File: src/rtl/exe_mem.sv
// EX->MEM pipeline register: captures EX-stage control and data for the MEM stage.
// Latency: exactly 1 cycle; every output comes straight from a flop, with no combinational path.
// Backpressure: none. There is no stall, enable or flush; the register loads on every edge.
//
// Ports:
//   clk, rst (async active-low)
//   WriteRegIn/MemToRegIn/writeMemIn/BranchIn/zeroIn -> *Out : 1-bit control/flags
//   nextAddressIn -> nextAddressOut : ADDR_W branch target
//   ALUResultIn   -> ALUResultOut   : DATA_W ALU result / memory address
//   R2OutputIn    -> R2OutputOut    : R2_W second-operand field
//   registerIn    -> registerOut    : REG_W destination register number
module exe_mem #(
  parameter int ADDR_W = 32,
  parameter int DATA_W = 32,
  parameter int R2_W   = 5,
  parameter int REG_W  = 5
) (
  input  logic              clk,
  input  logic              rst,
  input  logic              WriteRegIn,
  output logic              WriteRegOut,
  input  logic              MemToRegIn,
  output logic              MemToRegOut,
  input  logic              writeMemIn,
  output logic              writeMemOut,
  input  logic              BranchIn,
  output logic              BranchOut,
  input  logic [ADDR_W-1:0] nextAddressIn,
  output logic [ADDR_W-1:0] nextAddressOut,
  input  logic              zeroIn,
  output logic              zeroOut,
  input  logic [DATA_W-1:0] ALUResultIn,
  output logic [DATA_W-1:0] ALUResultOut,
  input  logic [R2_W-1:0]   R2OutputIn,
  output logic [R2_W-1:0]   R2OutputOut,
  input  logic [REG_W-1:0]  registerIn,
  output logic [REG_W-1:0]  registerOut
);

  // All stage fields travel together as one packed payload.
  typedef struct packed {
    logic              write_reg;
    logic              mem_to_reg;
    logic              write_mem;
    logic              branch;
    logic [ADDR_W-1:0] next_addr;
    logic              zero;
    logic [DATA_W-1:0] alu_result;
    logic [R2_W-1:0]   r2_output;
    logic [REG_W-1:0]  dest_reg;
  } ex_mem_t;

  ex_mem_t stage_d;
  ex_mem_t stage_q;

  always_comb begin
    stage_d            = '0;
    stage_d.write_reg  = WriteRegIn;
    stage_d.mem_to_reg = MemToRegIn;
    stage_d.write_mem  = writeMemIn;
    stage_d.branch     = BranchIn;
    stage_d.next_addr  = nextAddressIn;
    stage_d.zero       = zeroIn;
    stage_d.alu_result = ALUResultIn;
    stage_d.r2_output  = R2OutputIn;
    stage_d.dest_reg   = registerIn;
  end

  // Reset clears the stage at once and discards any in-flight instruction.
  // Deassertion is not synchronised in this block.
  always_ff @(posedge clk or negedge rst) begin
    if (!rst) begin
      stage_q <= '0;
    end else begin
      stage_q <= stage_d;
    end
  end

  assign WriteRegOut    = stage_q.write_reg;
  assign MemToRegOut    = stage_q.mem_to_reg;
  assign writeMemOut    = stage_q.write_mem;
  assign BranchOut      = stage_q.branch;
  assign nextAddressOut = stage_q.next_addr;
  assign zeroOut        = stage_q.zero;
  assign ALUResultOut   = stage_q.alu_result;
  assign R2OutputOut    = stage_q.r2_output;
  assign registerOut    = stage_q.dest_reg;

endmodule

File: config.mk
export PLATFORM = sky130hd
export DESIGN_NAME = exe_mem
export DESIGN_NICKNAME = d
export VERILOG_FILES = /design/src/rtl/exe_mem.sv
export SDC_FILE = /design/constraint.sdc
export NUM_CORES = 1
export LEC_CHECK = 0
export CAP_MARGIN = 20
export CORE_UTILIZATION = 34
export DETAILED_ROUTE_END_ITERATION = 10
export PLACE_DENSITY = 0.88
export SYNTH_ARGS = -nofsm -noshare
export SYNTH_HDL_FRONTEND = slang
export SYNTH_SLANG_ARGS = --single-unit
File: constraint.sdc
create_clock -name clk -period 0.8 [get_ports clk]
set_input_delay 0.16 -clock clk [delete_from_list [all_inputs] [get_ports clk]]
set_output_delay 0.16 -clock clk [all_outputs]
set_load 0.03 [all_outputs]
After elaboration in Yosys (flattened, before gate mapping) --
Cells that the tools add are included.
Word-level totals: flip-flop bits (word level) 79, bits in latches 0, memory bits (writable) 0, memory bits (read-only) 0, input port bits 81, output and inout port bits 79, memories kept 0
Operators by class: $add $sub $neg 0, multiply operators 0, divide/modulo/power cells 0, order comparisons 0, equality and inequality tests 0, shift-type cells 0, mux-type cells 0, bitwise logic cells 0, reductions and logical operators 0

Longest topological paths before layout --
Gate-level depths: netlist of the first run.
depth in word-level cells 0, mapped depth 0, mapped depth without buffers 0

Worst setup path after synthesis of the first run --
Ideal clock, no wire load.
kind flip-flop to output port, start point reg stage_q (netlist bit ALUResultOut[0]), end point out ALUResultOut[0], data arrival time 467 ps, data required time 640 ps, path slack 173 ps, stages on the path, launching flop included 1, buffers on the path 0, cells stage by stage dfrtp_1
RTL lines:
- start: declaration | line 54 | ex_mem_t stage_q;
- start signal: assignment | line 75 | stage_q <= stage_d;
- end: declaration | line 33 | output logic [DATA_W-1:0] ALUResultOut,
No word-level cell between the ends.

Worst setup path after layout of the first run --
start point reg stage_q (netlist bit nextAddressOut[22]), end point out nextAddressOut[22]
RTL lines:
- end: declaration | line 29 | output logic [ADDR_W-1:0] nextAddressOut,
No word-level cell between the ends.

==> metrics, run 1 <==
die area 6123 um^2; first-pass iteration count of the detailed router 2; clk buf depth 2; Die Y 78.25 um; synthesis-to-layout area growth 103.3%; GRT met3 Usage 7.791%; Critical Path End Type primary output; CP startpoint nextAddressOut[22]; top-count cell post-synth dfrtp_1; FF+latch area 1977 um^2; Area contributors post-synth dfrtp_1 (100%); critical path's slowest cell dfrtp_1; Critical Path Fanout Max 1; sw frac 23.62%; register area share after synthesis 100.0%; Final min period 1031 ps; std cell rows 27; post-route setup slack -231.3 ps; layout cells sized above 1 37.35%; status complete, but fails checks; share of the synthesized area in the top cell type 100.0%; Crit path max-delay family flip-flops; ANT cells 0; Initial Util 35.68%; internal power 6.692 mW; DRC 0; Worst Tran Pin Value 236.2 ps; CTS tree yes; io pins 160; critical path depth 1; Root Buffer clkbuf_8; M2 GR Usage 27.98%; WP buf/inv 1; switching pwr 2.069 mW; Slew Viols, Final 0; Worst slew margin 84.26%; leak pwr 1.831 nW; clock slew at reported path FFs 80 ps; area of the multi-input gates 0 um^2; number of synthesized flops with an enable pin 0; cell breakdown of the critical path buf_6; Worst Min Path Start ALUResultIn[13]; Avg Cell Area, Syn 25.02 um^2; GR Util met1 16.67%; total CTS buffers 9; FMAX 969.7 MHz; part of the power in registers 48.9%; IO Port Bufs 159; Power Density 2180 nW/um^2; routed via count 1,332; asr flop ratio synth 100.0%; drt total wl 4637 um; Filler Cell Count 347; most common library cells after synthesis dfrtp_1 (79); Net Count, Synth 160; slowest stage delay, CP 390 ps; via/cell ratio 4.049; vias in the first global route 1,461; clock power share 35.3%; area of the mapped netlist 1977 um^2; RSZ-0062 raised after global routing yes; htree depth 3; fin nets 333; total gr overflow 0; CTS Sinks 79; register bit count reported by yosys 79; HP Class in -> reg; global-route wire length before repair 7127 um; largest area contributor in the netlist dfrtp_1; core area 5540 um^2; gr usage total 16.62%; post-route cell area 4019 um^2; Multi-input comb cells 0; Final Cycle Share 128.9%; postcts setup bufs 0; post-route ant nets 0; CP startpoint kind register; WP data required 640 ps; Gate power share 15.7%; largest net degree at the start of global routing 46; die width 78.25 um; failing checks setup timing; Post-Place Cell Area 3498 um^2; final setup fails 79; Hold Path End ALUResultOut[13]; final core occ 72.54%; Final Hold Viols 0; most used routing layer met2; Worst Path Class, Setup reg -> out; Initial DRC Count 33; antenna violations before repair 0; per-cell routed wire length 14.09 um; Hold Path Depth 1; synthesized instance count 79; Ys Warns 0; WP data arrival 870 ps; Synth cell types 1; Routability Congestion 0.6807; Most used DFF post-synth dfrtp_1; Peak supply drop 1516 uV; # Max-Cap Violations 0
## worst max-delay path by stage
stage	to	slack (ps)
after global placement	registerOut[4]	20
after detailed placement	registerOut[4]	40
after CTS	nextAddressOut[22]	-250
after global routing	nextAddressOut[27]	-270
after floorplan	ALUResultOut[0]	170
final	nextAddressOut[22]	-230
## placed cells by master, fill, tap and decap left out
| cell type | instances |
|---|---|
| buf_6 | 79 |
| clkdlybuf4s50_1 | 79 |
| buf_4 | 1 |
| dlygate4sd3_1 | 1 |
| bufinv_16 | 2 |
| buf_12 | 2 |
| clkbuf_8 | 9 |
| clkbuf_1 | 2 |
| clkinvlp_4 | 3 |
| dfrtp_1 | 79 |
## cell families after synthesis
| family | count (synthesis) | share of synthesized area (%) |
|---|---|---|
| flip-flops | 79 | 100.0 |
## timing repair
action,CTS,global route
hold endpoints to repair,79,0
resized for setup,79,0
hold buffers,1,0
endpoints found under the setup margin,79,79
## registers in the layout, indices dropped and copies added, names as in the netlist
name,flops
nextAddressOut,32
writeMemOut,1
zeroOut,1
R2OutputOut,5
MemToRegOut,1
WriteRegOut,1
registerOut,5
BranchOut,1
ALUResultOut,32
## layer usage
layer  wire length [um]  vias to the layer above
li1                   -                      587
met1               1535                      649
met5                  0                        -
met4                109                        0
met3                467                       11
met2               2523                       85
## through the flow
stage | total power [mW] | worst slack, ps | setup TNS [ps] | hold WS [ps] | instances
after global placement | 5.557 | 23.89 | 0 | 136.6 | 312
after detailed placement | 5.585 | 37.38 | 0 | 142.2 | 312
after floorplan | 4.754 | 172.6 | 0 | -135.6 | 79
final | 8.761 | -231.3 | -16400 | 255.3 | 329
after global routing | 9.101 | -267.5 | -19490 | 234.5 | 329
after CTS | 8.881 | -253.5 | -18050 | 236.6 | 329
## final cells by class
| class | count | area share [%] |
|---|---|---|
| Clock buffer | 11 | 3.269 |
| Clock inverter | 5 | 2.055 |
| Sequential cell | 79 | 49.19 |
| Tap cell | 72 | 2.242 |
| Timing Repair Buffer | 162 | 43.24 |
## power by group through the flow
stage	sequential (mW)	clock, mW	combinational (mW)
2_1_floorplan	4.75	0	0
3_3_place_gp	4.32	0	1.24
3_5_place_dp	4.33	0	1.26
4_1_cts	4.29	3.20	1.39
5_1_grt	4.31	3.35	1.45
6_report	4.29	3.09	1.38
(Power assumes the default switching activity.)
==> run 2: changes to the inputs <==
--- a/config.mk
+++ b/config.mk
@@ -6,9 +6,9 @@
 export NUM_CORES = 1
 export LEC_CHECK = 0
 export CAP_MARGIN = 20
-export CORE_UTILIZATION = 34
+export CORE_UTILIZATION = 32
 export DETAILED_ROUTE_END_ITERATION = 10
-export PLACE_DENSITY = 0.88
+export PLACE_DENSITY = 0.84
 export SYNTH_ARGS = -nofsm -noshare
 export SYNTH_HDL_FRONTEND = slang
 export SYNTH_SLANG_ARGS = --single-unit
==> constraint.sdc (replaced) <==
create_clock -name clk -period 1.05 [get_ports clk]
set_input_delay 0.21 -clock clk [delete_from_list [all_inputs] [get_ports clk]]
set_output_delay 0.21 -clock clk [all_outputs]
set_load 0.03 [all_outputs]
==> run 2 against run 1 <==
- critical path depth unchanged
- die area up 6.1%
- sequential power down 24%
- worst hold slack better by 53 ps
- critical endpoint is now R2OutputOut[2]
- the run still ends with setup timing left
- sequential cell count unchanged
- global-route usage down 0.74 points
- core utilization down 5.1 points
- clock power down 24%
- non-clock buffer count unchanged
- power down 24%
==> metrics, run 2 (synthesized netlist as in run 1, its figures left out) <==
status complete, but fails checks (unchanged); failing checks setup timing (unchanged); Final Hold Viols 0 (unchanged); final core occ 67.40% (was 72.54%); total gr overflow 0 (unchanged); cell breakdown of the critical path buf_6 (unchanged); final cell count without fillers 332 (was 329); fin nets 333 (unchanged); postcts setup bufs 0 (unchanged); die width 80.60 um (was 78.25 um); first-pass iteration count of the detailed router 2 (unchanged); Slew Viols, Final 0 (unchanged); Routability Congestion 0.6490 (was 0.6807); post-route ant nets 0 (unchanged); Filler Cell Count 400 (was 347); gr usage total 15.89% (was 16.62%); post-route cell area 4014 um^2 (was 4019 um^2); global-route wire length before repair 7093 um (was 7127 um); leak pwr 1.840 nW (was 1.831 nW); Initial Util 33.19% (was 35.68%); antenna violations before repair 0 (unchanged); via/cell ratio 4.030 (was 4.049); WP data required 840 ps (was 640 ps); slowest stage delay, CP 400 ps (was 390 ps); dpl ws 262.2 ps (was 37.38 ps); HP Class in -> reg (unchanged); clock slew at reported path FFs 80 ps (about the same); CP startpoint kind register (unchanged); Worst slew margin 84.76% (was 84.26%); per-cell routed wire length 15.27 um (was 14.09 um); total CTS buffers 9 (unchanged); post-route setup slack -43.08 ps (was -231.3 ps); std cell rows 28 (was 27); synthesis-to-layout area growth 103.0% (was 103.3%); Worst Tran Pin Value 228.6 ps (was 236.2 ps); clk buf depth 2 (unchanged); Multi-input comb cells 0 (unchanged); io pins 160 (unchanged); Crit path max-delay family flip-flops (unchanged); Hold Path End WriteRegOut (was ALUResultOut[13]); DP Cell Count 315 (was 312); RSZ-0062 raised after global routing yes (unchanged); final setup fails 61 (was 79); # Max-Cap Violations 0 (unchanged); Min Hold Slack 308.8 ps (was 255.3 ps); Worst Min Path Start WriteRegIn (was ALUResultIn[13]); CTS Sinks 79 (unchanged); Critical Path End Type primary output (unchanged); Hold Path Depth 1 (unchanged); IO Port Bufs 159 (unchanged); drt total wl 5071 um (was 4637 um); Die Y 80.60 um (was 78.25 um); routed via count 1,338 (was 1,332); most frequent cells in the layout dfrtp_1 (79), clkdlybuf4s50_1 (79), buf_6 (79) (unchanged); die area 6496 um^2 (was 6123 um^2); largest net degree at the start of global routing 46 (unchanged); htree depth 3 (unchanged); Post-Place Cell Area 3502 um^2 (was 3498 um^2); Critical Path Fanout Max 1 (unchanged); WP buf/inv 1 (unchanged); Root Buffer clkbuf_8 (unchanged); Power Density 1660 nW/um^2 (was 2180 nW/um^2); critical path's slowest cell dfrtp_1 (unchanged); Peak supply drop 1252 uV (was 1516 uV); core area 5956 um^2 (was 5540 um^2); FMAX 914.8 MHz; layout cells sized above 1 36.96% (was 37.35%); Final Cycle Share 104.1%; vias in the first global route 1,452 (was 1,461); Initial DRC Count 26 (was 33); Final min period 1093 ps; ANT cells 0 (unchanged); FF+latch area 1977 um^2 (unchanged); CTS tree yes (unchanged); DRC 0 (unchanged); area of the multi-input gates 0 um^2 (unchanged); Worst Path Class, Setup reg -> out (unchanged); WP data arrival 880 ps (was 870 ps); DPL Wire Length 3468 um
==> run 2: cell types whose count changed in the layout (fill, tap and decap cells not counted), sizes merged <==
cell	previous run	this run
clkinvlp	3	0
clkbuf	11	12
clkinv	0	2
==> run 2: per-stage QoR <==
step / power [mW] / setup TNS, ps
2_1_floorplan: 3.622 / 0
3_3_place_gp: 4.236 / 0
3_5_place_dp: 4.261 / 0
4_1_cts: 6.720 / -2020
5_1_grt: 6.937 / -3848
6_report: 6.664 / -608.7
==> run 2: where the power goes <==
part           leakage [nW]  total, mW  internal, mW  switching (mW)
logic                 0.815       1.05         0.564           0.489
clock network         0.104       2.34          1.34            1.00
registers             0.921       3.27          3.20          0.0782
total                  1.84       6.66          5.09            1.57
==> run 2: worst max path at each step <==
stage                           start  cells after the start  slack (ps)                  to
global placement    nextAddressIn[27]                      1         260  nextAddressOut[27]
floorplan             ALUResultOut[0]                      0         370     ALUResultOut[0]
finish                 R2OutputOut[2]                      1         -40      R2OutputOut[2]
global route           registerOut[3]                      1         -70      registerOut[3]
detailed placement  nextAddressIn[27]                      1         260  nextAddressOut[27]
CTS                  ALUResultOut[11]                      1         -50    ALUResultOut[11]
==> run 2: per-layer routing <==
layer	vias to the layer above	part of all wire [%]	global-route usage (%)	wire length, um
li1	589	-	-	-
met1	643	31	14.45	1585
met2	93	56	28.73	2816
met3	13	11	7.159	561
met4	0	2.1	9.107	107
met5	-	0	0	0
==> run 2: layout make-up <==
type                  count  area share, %
Timing Repair Buffer    162          43.30
Clock buffer             12          3.367
Tap cell                 75          2.338
Sequential cell          79          49.25
Clock inverter            4          1.746
==> run 2: repair_timing <==
action	4_1_cts	5_1_grt
gates resized for setup	79	0
setup endpoints to repair	79	79
hold buffers	1	0
hold endpoints to repair	79	0
